### src/rtl/udp_tx_pkg.sv
// udp_tx_pkg: shared types and constants for the UDP transmit frame builder.
//   state_t    - frame builder FSM states
//   ETH/IP/UDP - fixed header field values and header byte counts
//   keep_mask  - byte-lane mask keeping the leading nbytes of a 64-bit word
package udp_tx_pkg;

    typedef enum logic [3:0] {
        S_IDLE,
        S_CSUM,
        S_HDR0,
        S_HDR1,
        S_HDR2,
        S_HDR3,
        S_HDR4,
        S_PAY,
        S_TAIL,
        S_DROP
    } state_t;

    localparam logic [15:0] ETH_TYPE_IPV4 = 16'h0800;
    localparam logic [7:0]  IP_VER_IHL    = 8'h45;
    localparam logic [7:0]  IP_PROTO_UDP  = 8'h11;
    localparam logic [15:0] IP_FLAGS_DF   = 16'h4000;

    localparam int HDR_BYTES     = 42;
    localparam int UDP_HDR_BYTES = 8;
    localparam int IP_HDR_BYTES  = 20;

    // Byte 0 sits on [63:56]; counts of 8 or more keep the whole word.
    function automatic logic [63:0] keep_mask(input logic [15:0] nbytes);
        logic [63:0] m;
        m = '0;
        for (int i = 0; i < 8; i++) begin
            if (nbytes > 16'(i)) m[63-8*i -: 8] = 8'hFF;
        end
        return m;
    endfunction

endpackage

### src/rtl/ip_hdr_csum.sv
// ip_hdr_csum: combinational IPv4 header checksum.
//   hdr_words - nine 16-bit header words (checksum field excluded)
//   csum      - ones-complement of the folded ones-complement sum
module ip_hdr_csum (
    input  logic [8:0][15:0] hdr_words,
    output logic [15:0]      csum
);

    logic [19:0] acc;
    logic [16:0] fold1;
    logic [15:0] fold2;

    always_comb begin
        acc = '0;
        for (int i = 0; i < 9; i++) begin
            acc = acc + {4'h0, hdr_words[i]};
        end
        // Nine words fit in 20 bits; the second fold absorbs the carry the
        // first fold can produce, and cannot itself overflow.
        fold1 = {1'b0, acc[15:0]} + {13'h0, acc[19:16]};
        fold2 = fold1[15:0] + {15'h0, fold1[16]};
        csum  = ~fold2;
    end

endmodule

### src/rtl/udp_frame_builder.sv
// udp_frame_builder: wraps a 64-bit UDP payload stream into an
// Ethernet/IPv4/UDP frame (42-byte header, payload shifted by 2 bytes).
// Byte 0 of every word is on [63:56].
//   clk, reset_n (synchronous, active-low)
//   in_*         - payload stream (valid/ready, sop/eop), payload_len at sop
//   cfg_*        - MAC/IP/port/id fields, latched at sop
//   out_*        - frame stream (valid/ready, sop/eop, out_empty on eop word)
//   err_len      - pulse: payload_len is 0 or above MAX_PAYLOAD
//   err_eop      - pulse: in_eop disagrees with payload_len
// Build option: define IPID_AUTOINC_EN to take ip_id from an internal counter
// that advances after each emitted frame instead of cfg_ip_id.
//
// state | meaning
// IDLE  | waiting for sop (taken only when the output register can load)
// CSUM  | checksum registered; loads W0
// HDR0  | W0 on output; loads W1
// HDR1  | W1 on output; loads W2
// HDR2  | W2 on output; loads W3
// HDR3  | W3 on output; loads W4
// HDR4  | W4 on output; consumes first payload word
// PAY   | payload on output; consumes next payload word
// TAIL  | loads final word holding the last 2 payload bytes
// DROP  | discards input until in_eop
module udp_frame_builder
    import udp_tx_pkg::*;
#(
    parameter int         MAX_PAYLOAD = 1472,
    parameter logic [7:0] IP_TTL      = 8'h40
) (
    input  logic        clk,
    input  logic        reset_n,
    input  logic [63:0] in_data,
    input  logic        in_valid,
    output logic        in_ready,
    input  logic        in_sop,
    input  logic        in_eop,
    input  logic [15:0] payload_len,
    input  logic [47:0] cfg_dst_mac,
    input  logic [47:0] cfg_src_mac,
    input  logic [31:0] cfg_src_ip,
    input  logic [31:0] cfg_dst_ip,
    input  logic [15:0] cfg_src_port,
    input  logic [15:0] cfg_dst_port,
    input  logic [15:0] cfg_ip_id,
    output logic [63:0] out_data,
    output logic        out_valid,
    input  logic        out_ready,
    output logic        out_sop,
    output logic        out_eop,
    output logic [2:0]  out_empty,
    output logic        err_len,
    output logic        err_eop
);

    state_t      state, state_nxt;
    logic [15:0] len_q, rem_q, ip_id_q, csum_q, csum_c, ip_id_src;
    logic [47:0] dst_mac_q, src_mac_q;
    logic [31:0] src_ip_q, dst_ip_q;
    logic [15:0] src_port_q, dst_port_q;
    logic [15:0] prev_q;
    logic        fill_q, late_q;

    logic        load, last_in, have_word, in_ready_c;
    logic        ld, w_sop, w_eop, latch_cfg, len_bad, eop_err;
    logic        step_pay, set_fill, set_late;
    logic [63:0] w_data, pay_masked;
    logic [2:0]  w_empty, len_empty;
    logic [15:0] ip_len, udp_len;

`ifdef IPID_AUTOINC_EN
    logic [15:0] ip_ctr;
    logic        eop_hs;
    assign eop_hs = out_valid & out_ready & out_eop;
    always_ff @(posedge clk) begin
        if (!reset_n)    ip_ctr <= '0;
        else if (eop_hs) ip_ctr <= ip_ctr + 16'd1;
    end
    // A frame finishing on this very edge has already used the old value.
    assign ip_id_src = ip_ctr + {15'h0, eop_hs};
`else
    assign ip_id_src = cfg_ip_id;
`endif

    assign load       = !out_valid || out_ready;
    assign ip_len     = len_q + 16'(IP_HDR_BYTES + UDP_HDR_BYTES);
    assign udp_len    = len_q + 16'(UDP_HDR_BYTES);
    assign len_empty  = 3'd6 - len_q[2:0];
    assign last_in    = rem_q <= 16'd8;
    assign have_word  = fill_q || in_valid;
    // After an early eop the frame is padded with zero words, not input.
    assign pay_masked = (fill_q ? 64'h0 : in_data) & keep_mask(rem_q);
    assign in_ready   = reset_n & in_ready_c;

    ip_hdr_csum u_csum (
        .hdr_words({{IP_VER_IHL, 8'h00}, ip_len, ip_id_q, IP_FLAGS_DF,
                    {IP_TTL, IP_PROTO_UDP}, src_ip_q[31:16], src_ip_q[15:0],
                    dst_ip_q[31:16], dst_ip_q[15:0]}),
        .csum     (csum_c)
    );

    always_ff @(posedge clk) begin
        if (!reset_n) state <= S_IDLE;
        else          state <= state_nxt;
    end

    always_comb begin
        state_nxt  = state;
        in_ready_c = 1'b0;
        ld         = 1'b0;
        w_data     = '0;
        w_sop      = 1'b0;
        w_eop      = 1'b0;
        w_empty    = '0;
        latch_cfg  = 1'b0;
        len_bad    = 1'b0;
        eop_err    = 1'b0;
        step_pay   = 1'b0;
        set_fill   = 1'b0;
        set_late   = 1'b0;
        case (state)
            S_IDLE: begin
                if (load && in_valid && in_sop) begin
                    latch_cfg = 1'b1;
                    if (payload_len == 16'd0 || payload_len > 16'(MAX_PAYLOAD)) begin
                        len_bad   = 1'b1;
                        state_nxt = S_DROP;
                    end else begin
                        state_nxt = S_CSUM;
                    end
                end
            end
            S_CSUM: if (load) begin
                ld        = 1'b1;
                w_data    = {dst_mac_q, src_mac_q[47:32]};
                w_sop     = 1'b1;
                state_nxt = S_HDR0;
            end
            S_HDR0: if (load) begin
                ld        = 1'b1;
                w_data    = {src_mac_q[31:0], ETH_TYPE_IPV4, IP_VER_IHL, 8'h00};
                state_nxt = S_HDR1;
            end
            S_HDR1: if (load) begin
                ld        = 1'b1;
                w_data    = {ip_len, ip_id_q, IP_FLAGS_DF, IP_TTL, IP_PROTO_UDP};
                state_nxt = S_HDR2;
            end
            S_HDR2: if (load) begin
                ld        = 1'b1;
                w_data    = {csum_q, src_ip_q, dst_ip_q[31:16]};
                state_nxt = S_HDR3;
            end
            S_HDR3: if (load) begin
                ld        = 1'b1;
                w_data    = {dst_ip_q[15:0], src_port_q, dst_port_q, udp_len};
                state_nxt = S_HDR4;
            end
            S_HDR4, S_PAY: begin
                in_ready_c = load && !fill_q;
                if (load && have_word) begin
                    ld       = 1'b1;
                    step_pay = 1'b1;
                    // First payload word carries the zero UDP checksum.
                    w_data   = {(state == S_HDR4) ? 16'h0000 : prev_q, pay_masked[63:16]};
                    if (!fill_q) begin
                        if (in_eop && !last_in) begin
                            eop_err  = 1'b1;
                            set_fill = 1'b1;
                        end else if (!in_eop && last_in) begin
                            eop_err  = 1'b1;
                            set_late = 1'b1;
                        end
                    end
                    if (!last_in) begin
                        state_nxt = S_PAY;
                    end else if (rem_q <= 16'd6) begin
                        w_eop     = 1'b1;
                        w_empty   = len_empty;
                        state_nxt = (late_q || set_late) ? S_DROP : S_IDLE;
                    end else begin
                        state_nxt = S_TAIL;
                    end
                end
            end
            S_TAIL: if (load) begin
                ld        = 1'b1;
                w_data    = {prev_q, 48'h0};
                w_eop     = 1'b1;
                w_empty   = len_empty;
                state_nxt = late_q ? S_DROP : S_IDLE;
            end
            S_DROP: begin
                in_ready_c = 1'b1;
                if (in_valid && in_eop) state_nxt = S_IDLE;
            end
            default: state_nxt = S_IDLE;
        endcase
    end

    always_ff @(posedge clk) begin
        if (!reset_n) begin
            out_data   <= '0;
            out_valid  <= 1'b0;
            out_sop    <= 1'b0;
            out_eop    <= 1'b0;
            out_empty  <= '0;
            err_len    <= 1'b0;
            err_eop    <= 1'b0;
            len_q      <= '0;
            rem_q      <= '0;
            ip_id_q    <= '0;
            csum_q     <= '0;
            dst_mac_q  <= '0;
            src_mac_q  <= '0;
            src_ip_q   <= '0;
            dst_ip_q   <= '0;
            src_port_q <= '0;
            dst_port_q <= '0;
            prev_q     <= '0;
            fill_q     <= 1'b0;
            late_q     <= 1'b0;
        end else begin
            err_len <= len_bad;
            err_eop <= eop_err;
            if (load) begin
                out_valid <= ld;
                out_data  <= w_data;
                out_sop   <= w_sop;
                out_eop   <= w_eop;
                out_empty <= w_empty;
            end
            if (latch_cfg) begin
                len_q      <= payload_len;
                rem_q      <= payload_len;
                ip_id_q    <= ip_id_src;
                dst_mac_q  <= cfg_dst_mac;
                src_mac_q  <= cfg_src_mac;
                src_ip_q   <= cfg_src_ip;
                dst_ip_q   <= cfg_dst_ip;
                src_port_q <= cfg_src_port;
                dst_port_q <= cfg_dst_port;
                fill_q     <= 1'b0;
                late_q     <= 1'b0;
            end
            if (state == S_CSUM) csum_q <= csum_c;
            if (step_pay) begin
                rem_q  <= last_in ? 16'd0 : rem_q - 16'd8;
                prev_q <= pay_masked[15:0];
                if (set_fill) fill_q <= 1'b1;
                if (set_late) late_q <= 1'b1;
            end
        end
    end

endmodule

### config.mk
export PLATFORM = sky130hd
export DESIGN_NAME = udp_frame_builder
export DESIGN_NICKNAME = d
export VERILOG_FILES = /design/src/rtl/udp_tx_pkg.sv /design/src/rtl/ip_hdr_csum.sv /design/src/rtl/udp_frame_builder.sv
export SDC_FILE = /design/constraint.sdc
export NUM_CORES = 1
export LEC_CHECK = 0
export ABC_AREA = 1
export CAP_MARGIN = 5
export CELL_PAD_IN_SITES_DETAIL_PLACEMENT = 1
export CELL_PAD_IN_SITES_GLOBAL_PLACEMENT = 1
export CORE_MARGIN = 3
export CORE_UTILIZATION = 46
export CTS_CLUSTER_SIZE = 20
export DETAILED_ROUTE_END_ITERATION = 8
export DONT_BUFFER_PORTS = 1
export PLACE_DENSITY_LB_ADDON = 0.1
export SYNTH_ARGS = -nofsm -noshare
export SYNTH_HDL_FRONTEND = slang
export SYNTH_SLANG_ARGS = --single-unit
### constraint.sdc
create_clock -name clk -period 9.5 [get_ports clk]
set_input_delay 0.95 -clock clk [delete_from_list [all_inputs] [get_ports clk]]
set_output_delay 0.95 -clock clk [all_outputs]
set_load 0.02 [all_outputs]
# Word-level counts from Yosys, hierarchy flattened
# Index checks and enable logic that the tools add are counted.
# Widths: inputs -> output; s select.
# word_totals
reg_bits	350
in_bits	294
output_inout_bits	73
elab_cells	157
# classes
n_reduce_logical	23
magnitude_cmp	11
n_mux	64
addsub	14
eq_ne	18
bitwise_logic	6
# ops
operator	n
$pmux 64 s7	1
$mux 64	2
$add 20x16->20	4
$and 64x64->64	1
$gt 16x3->1 const B	4
$mux 16	4
$mux 8	8
$add 20x15->20 const B	3
$mux 4	14
$pmux 4 s9	1
$gt 16x1->1 const B	2
$gt 16x2->1 const B	2
$mux 1	27
$ne 2x2->1 const B	9
$add 16x16->17	1
$add 16x4->17	1
$add 16x1->16	1
$add 16x4->16 const B	1
$add 16x5->16 const B	1
$eq 4x3->1 const B	4
$gt 16x11->1 const B	1
$le 16x3->1 const B	1
$le 16x4->1 const B	1
$logic_not 16->1	1
other kinds (21)	41

# Depth between registers and ports, before layout
# logic_depth
word_depth	13
ltp_mapped	51
mapped_depth_nobuf	51

# Cells and area by module
# Synthesis repeated with hierarchy kept, for this count alone.
# hier_totals
cells_unflattened	2816
hier_area_um2	20188.1
# modules_own_cells
module	cells_each	n_inst	seq_area_each_um2	area_each_um2
udp_frame_builder	2190	1	7006.7	15527.4
ip_hdr_csum	626	1	0.0	4660.7

# Worst setup path after synthesis
# No wires, ideal clock.
# synth_path
path_kind	reg2reg
startpoint	register dst_ip_q[0]
endpoint	register csum_q[15]
path_slack_ns	1.585
arrival_ns	7.848
path_buffers	0
stages_incl_launch_ff	50
setup_ns	0.066
required_time_ns	9.434
period_less_slack_ns	7.915
path_cell_list	dfxtp_1 > ha_1 > fa_1 > a21oi_1 > o21bai_1 > a21oi_1 > nor2_1 > o31ai_1 > o21ai_0 > xor2_1 > fa_1 > inv_1 > fa_1 > fa_1 > inv_1 > ha_1 > nand2_1 > inv_1 > [... 14 more ...] > inv_1 > nand3_1 > nor2_1 > ha_1 > inv_1 > nor2_1 > nand2_1 > nor2_1 > nand2_1 > nor2_4 > nand3_2 > nor2_4 > nand3_4 > nor2_4 > nand2_2 > nand2_1 > nand2_1 > a21oi_2
# synth_via
elab_chain_len	11
# synth_lines
element	line	rtl
start, declared	udp_frame_builder.sv:58	logic [31:0] src_ip_q, dst_ip_q;
start signal, assigned	udp_frame_builder.sv:239	dst_ip_q <= cfg_dst_ip;
$add 16x16->17	ip_hdr_csum.sv:16	acc = acc + {4'h0, hdr_words[i]};
$add 20x16->20 (2 in a row)	ip_hdr_csum.sv:16	
$add 20x15->20 (2 in a row)	ip_hdr_csum.sv:16	
$add 20x16->20 (2 in a row)	ip_hdr_csum.sv:16	
$add 20x15->20	ip_hdr_csum.sv:16	
$add 16x4->17	ip_hdr_csum.sv:20	fold1 = {1'b0, acc[15:0]} + {13'h0, acc[19:16]};
$add 16x1->16	ip_hdr_csum.sv:21	fold2 = fold1[15:0] + {15'h0, fold1[16]};
$not 16->16	ip_hdr_csum.sv:22	csum = ~fold2;
end signal, assigned	udp_frame_builder.sv:245	if (state == S_CSUM) csum_q <= csum_c;
end, declared	udp_frame_builder.sv:56	logic [15:0] len_q, rem_q, ip_id_q, csum_q, csum_c, ip_id_src;
# Every way passes these cells.
# A chain may end at the register's enable or synchronous reset.

# Final worst setup path
# layout_path
startpoint	register dst_ip_q[16]
endpoint	register csum_q[14]
# Same word-level chain as after synthesis.

==> results.cfg <==
[power]
power_switching_uw = 4810
combPwrFrac = 0.598
internal_power_uw = 4460
p_leak_uw = 0.00841
power_per_cell_area_nw_per_um2 = 451
peakVddDrop_v = 0.000386
power_frac_seq = 0.219
swShare = 0.519
clkPwrFrac = 0.183
p_total_uw = 9270

[timing]
worst_slew_pin_slew_ns = 1.11
max_freq_ghz = 0.114
hold_viol_final = 0
setup_viol_count_final = 0
layout_setup_ws_ns = 0.739
finalMaxSlewViolations = 0
worst_slew_margin_rel = 0.260
period_minus_slack_ns = 8.76
finalSetupTns_ns = 0
finClkSkew_ns = 0.0246
rsz0062_at_grt = no
finalCritPeriodShare = 0.922

[cts]
clockBufferDepth = 3
cts_made_buffers = 42
clkTransAtPathRegs_ns = 0.06
cts_tree = yes
htreeDepth = 2
cts.sinks = 350
clk_latency_ns = 0.58
clock_tree.root_cell = clkbuf_16

[floorplanning]
chipHeight_um = 208
row_count = 73
dieArea_um2 = 43300
ios = 367
initial_core_util = 0.469
die_w_um = 208
core_area_um2 = 40000

[setup_path]
critPathCaptureType = flip-flop
reg2reg_slack_ns = 0.74
cpPeakStageDelay_ns = 0.55
path_max_fanout = 5
slowest_stage = fa_1
reg2reg_to = csum_q[14]
cp-start-kind = flip-flop
crit_required_ns = 9.92
r2r-start = dst_ip_q[16]
rr_worst_depth = 48
crit_type = flip-flop to flip-flop
critical_path_arrival_ns = 9.18

[yosys]
postSynth.asyncResetShare = 0
syn_nets = 3022
yosysSeqAreaShare = 0.373
synth-seq-cells = 350
synth_edf_count = 0
netlist_instances = 2614
synth_top_family_by_area = compound AO/OA/AOI/OAI gates
yosys.area_share.simple = 0.196
synth_top_area_frac = 0.373
synth_top_cell_by_area = dfxtp_1
yosysUniqueCellTypes = 56
avgSynthCellArea_um2 = 7.18
yosys_warnings = 0
synth_compound_gate_area_share = 0.216
synthXorXnorAreaFrac = 0.0191
synth_top_cells_by_area = dfxtp_1 (37%), nand2_1 (9.3%), a21oi_1 (9.1%), o21ai_0 (7.0%), inv_1 (6.9%)
synth_mux_area_frac = 0
synthAdderAreaFrac = 0.0960
synth.cell_area_um2 = 18800
ys.flop_type = dfxtp_1

[placement]
dp_slack_ns = 0.659
hpwl_um = 59700
placed_area_um2 = 19000
gp_congestion = 0.937
portBuffers = 0

[routing]
vias_per_cell = 5.89
wl_per_cell_um = 25.4
routed-via-count = 18300
drt_iter0_drc = 1341
antenna_left = 0
wirelength_um = 79000
drcViolationCount = 0
first_pass_iters = 5

[global_route]
antenna_found_initial = 17
grt_pass1_wl_um = 115000
overflow = 0
grt_max_degree = 228
grt_usage = 0.348
grt_pass1_vias = 18400

[final_layout]
drive_gt1_frac = 0.0576
area_delta_synth_final_pct = 9.49
final_nets = 2945
design_area_um2 = 20500

[run_status]
status = finished, final reports clean

[min_path]
hold_start = dst_port_q[5]
min_path_cells = 2
worstHoldPathType = flip-flop to flip-flop
hold_path_end = dst_port_q[5]

[job]
max_cap_violations = 0
==> layer usage <==
metal / track usage / part of all wire
met2: 0.584 / 0.48
met5: 0 / 0.00051
met1: 0.428 / 0.39
met4: 0.169 / 0.055
met3: 0.0698 / 0.074
==> per-stage QoR <==
| stage | std cells | util | hold slack, ns |
|---|---|---|---|
| 2_1_floorplan | 2614 | - | 0.423 |
| 3_3_place_gp | 3016 | 0.476 | 0.432 |
| 3_5_place_dp | 3016 | 0.476 | 0.441 |
| 4_1_cts | 3091 | 0.512 | 0.451 |
| 5_1_grt | 3106 | 0.513 | 0.471 |
| 6_report | 3109 | 0.514 | 0.446 |
==> worst max-delay path, delay by kind of cell (launching register included) <==
family | cells | cell delay (ns)
DFF | 1 | 0.33
and+or+nand+nor | 21 | 2.53
adders and majority gates | 8 | 3.17
xor gates and xnor gates | 2 | 0.36
AOI/OAI and AO/OA | 11 | 1.85
buffers and inverters | 6 | 0.37
==> flip-flops by register name, summed over array words and instances (netlist names), 3 cells and up <==
register and count:
dst_port_q 16, state 4, prev_q 16, src_ip_q 32, len_q 16, out_data 64
out_empty 3, src_mac_q 48, src_port_q 16, dst_mac_q 48, ip_id_q 16, dst_ip_q 32
rem_q 16, csum_q 16
==> Yosys cell counts, drive strengths merged (8+ instances only) <==
master,instances
nand4,25
nand2,476
o2111ai,12
a31oi,16
clkbuf,117
o21ai,268
o21bai,8
nor3,14
inv,355
nor2,260
a21oi,343
xor2,30
buf,21
o22ai,49
ha,64
nand3,84
dfxtp,350
fa,50
a221oi,19
xnor2,11
==> cell families after synthesis <==
logic type | after synthesis
buffers and inverters | 498
XOR/XNOR | 41
AO/OA/AOI/OAI | 740
flip-flops | 350
AND/OR/NAND/NOR | 871
adder cells (fa/ha/maj) | 114
==> power by group through the flow <==
stage / registers [uW] / logic [uW] / clock network, uW
3_3_place_gp: 2040 / 5310 / 0
4_1_cts: 2020 / 5540 / 1720
5_1_grt: 2050 / 6170 / 1780
2_1_floorplan: 1940 / 3940 / 0
6_report: 2030 / 5540 / 1700
3_5_place_dp: 2050 / 5480 / 0
==> worst max path at each step <==
| stage | startpoint | slack (ns) | cells after the start | to |
|---|---|---|---|---|
| after floorplan | dst_ip_q[0] | 1.59 | 49 | csum_q[15] |
| after global placement | dst_ip_q[0] | 0.95 | 48 | csum_q[15] |
| after detailed placement | dst_ip_q[16] | 0.66 | 48 | csum_q[14] |
| after CTS | dst_ip_q[16] | 0.54 | 48 | csum_q[14] |
| after global routing | dst_ip_q[16] | 0.008 | 48 | csum_q[14] |
| final | dst_ip_q[16] | 0.74 | 48 | csum_q[14] |
==> what timing repair did <==
| action | 4_1_cts | 5_1_grt |
|---|---|---|
| endpoints found under the setup margin | 0 | 6 |
| hold buffers | 0 | 0 |
| resized for setup | 0 | 3 |
| buffers inserted | 0 | 2 |
==> area by class of cell <==
cell class | instances | area (um2)
diodes | 16 | 40.0
clock buffers | 58 | 1200
clock inverters | 17 | 248
fillers | 5100 | 19500
inverters | 360 | 1360
multi-input cells | 1766 | 9910
flip-flops and latches | 350 | 7010
well taps | 525 | 657
repair buffers | 17 | 128
==> placed cells by master (no fill, tap or decap), types with 15 or more instances in the layout <==
cell type,count
nand2_1,464
dfxtp_1,350
inv_1,344
a21oi_1,340
o21ai_0,260
nor2_1,241
nand3_1,78
ha_1,64
fa_1,50
o22ai_1,49
clkbuf_16,42
xor2_1,30
nand4_1,25
a221oi_1,19
buf_4,17
diode_2,16
a31oi_1,15
No activity file was read; power rests on OpenSTA's default activity.
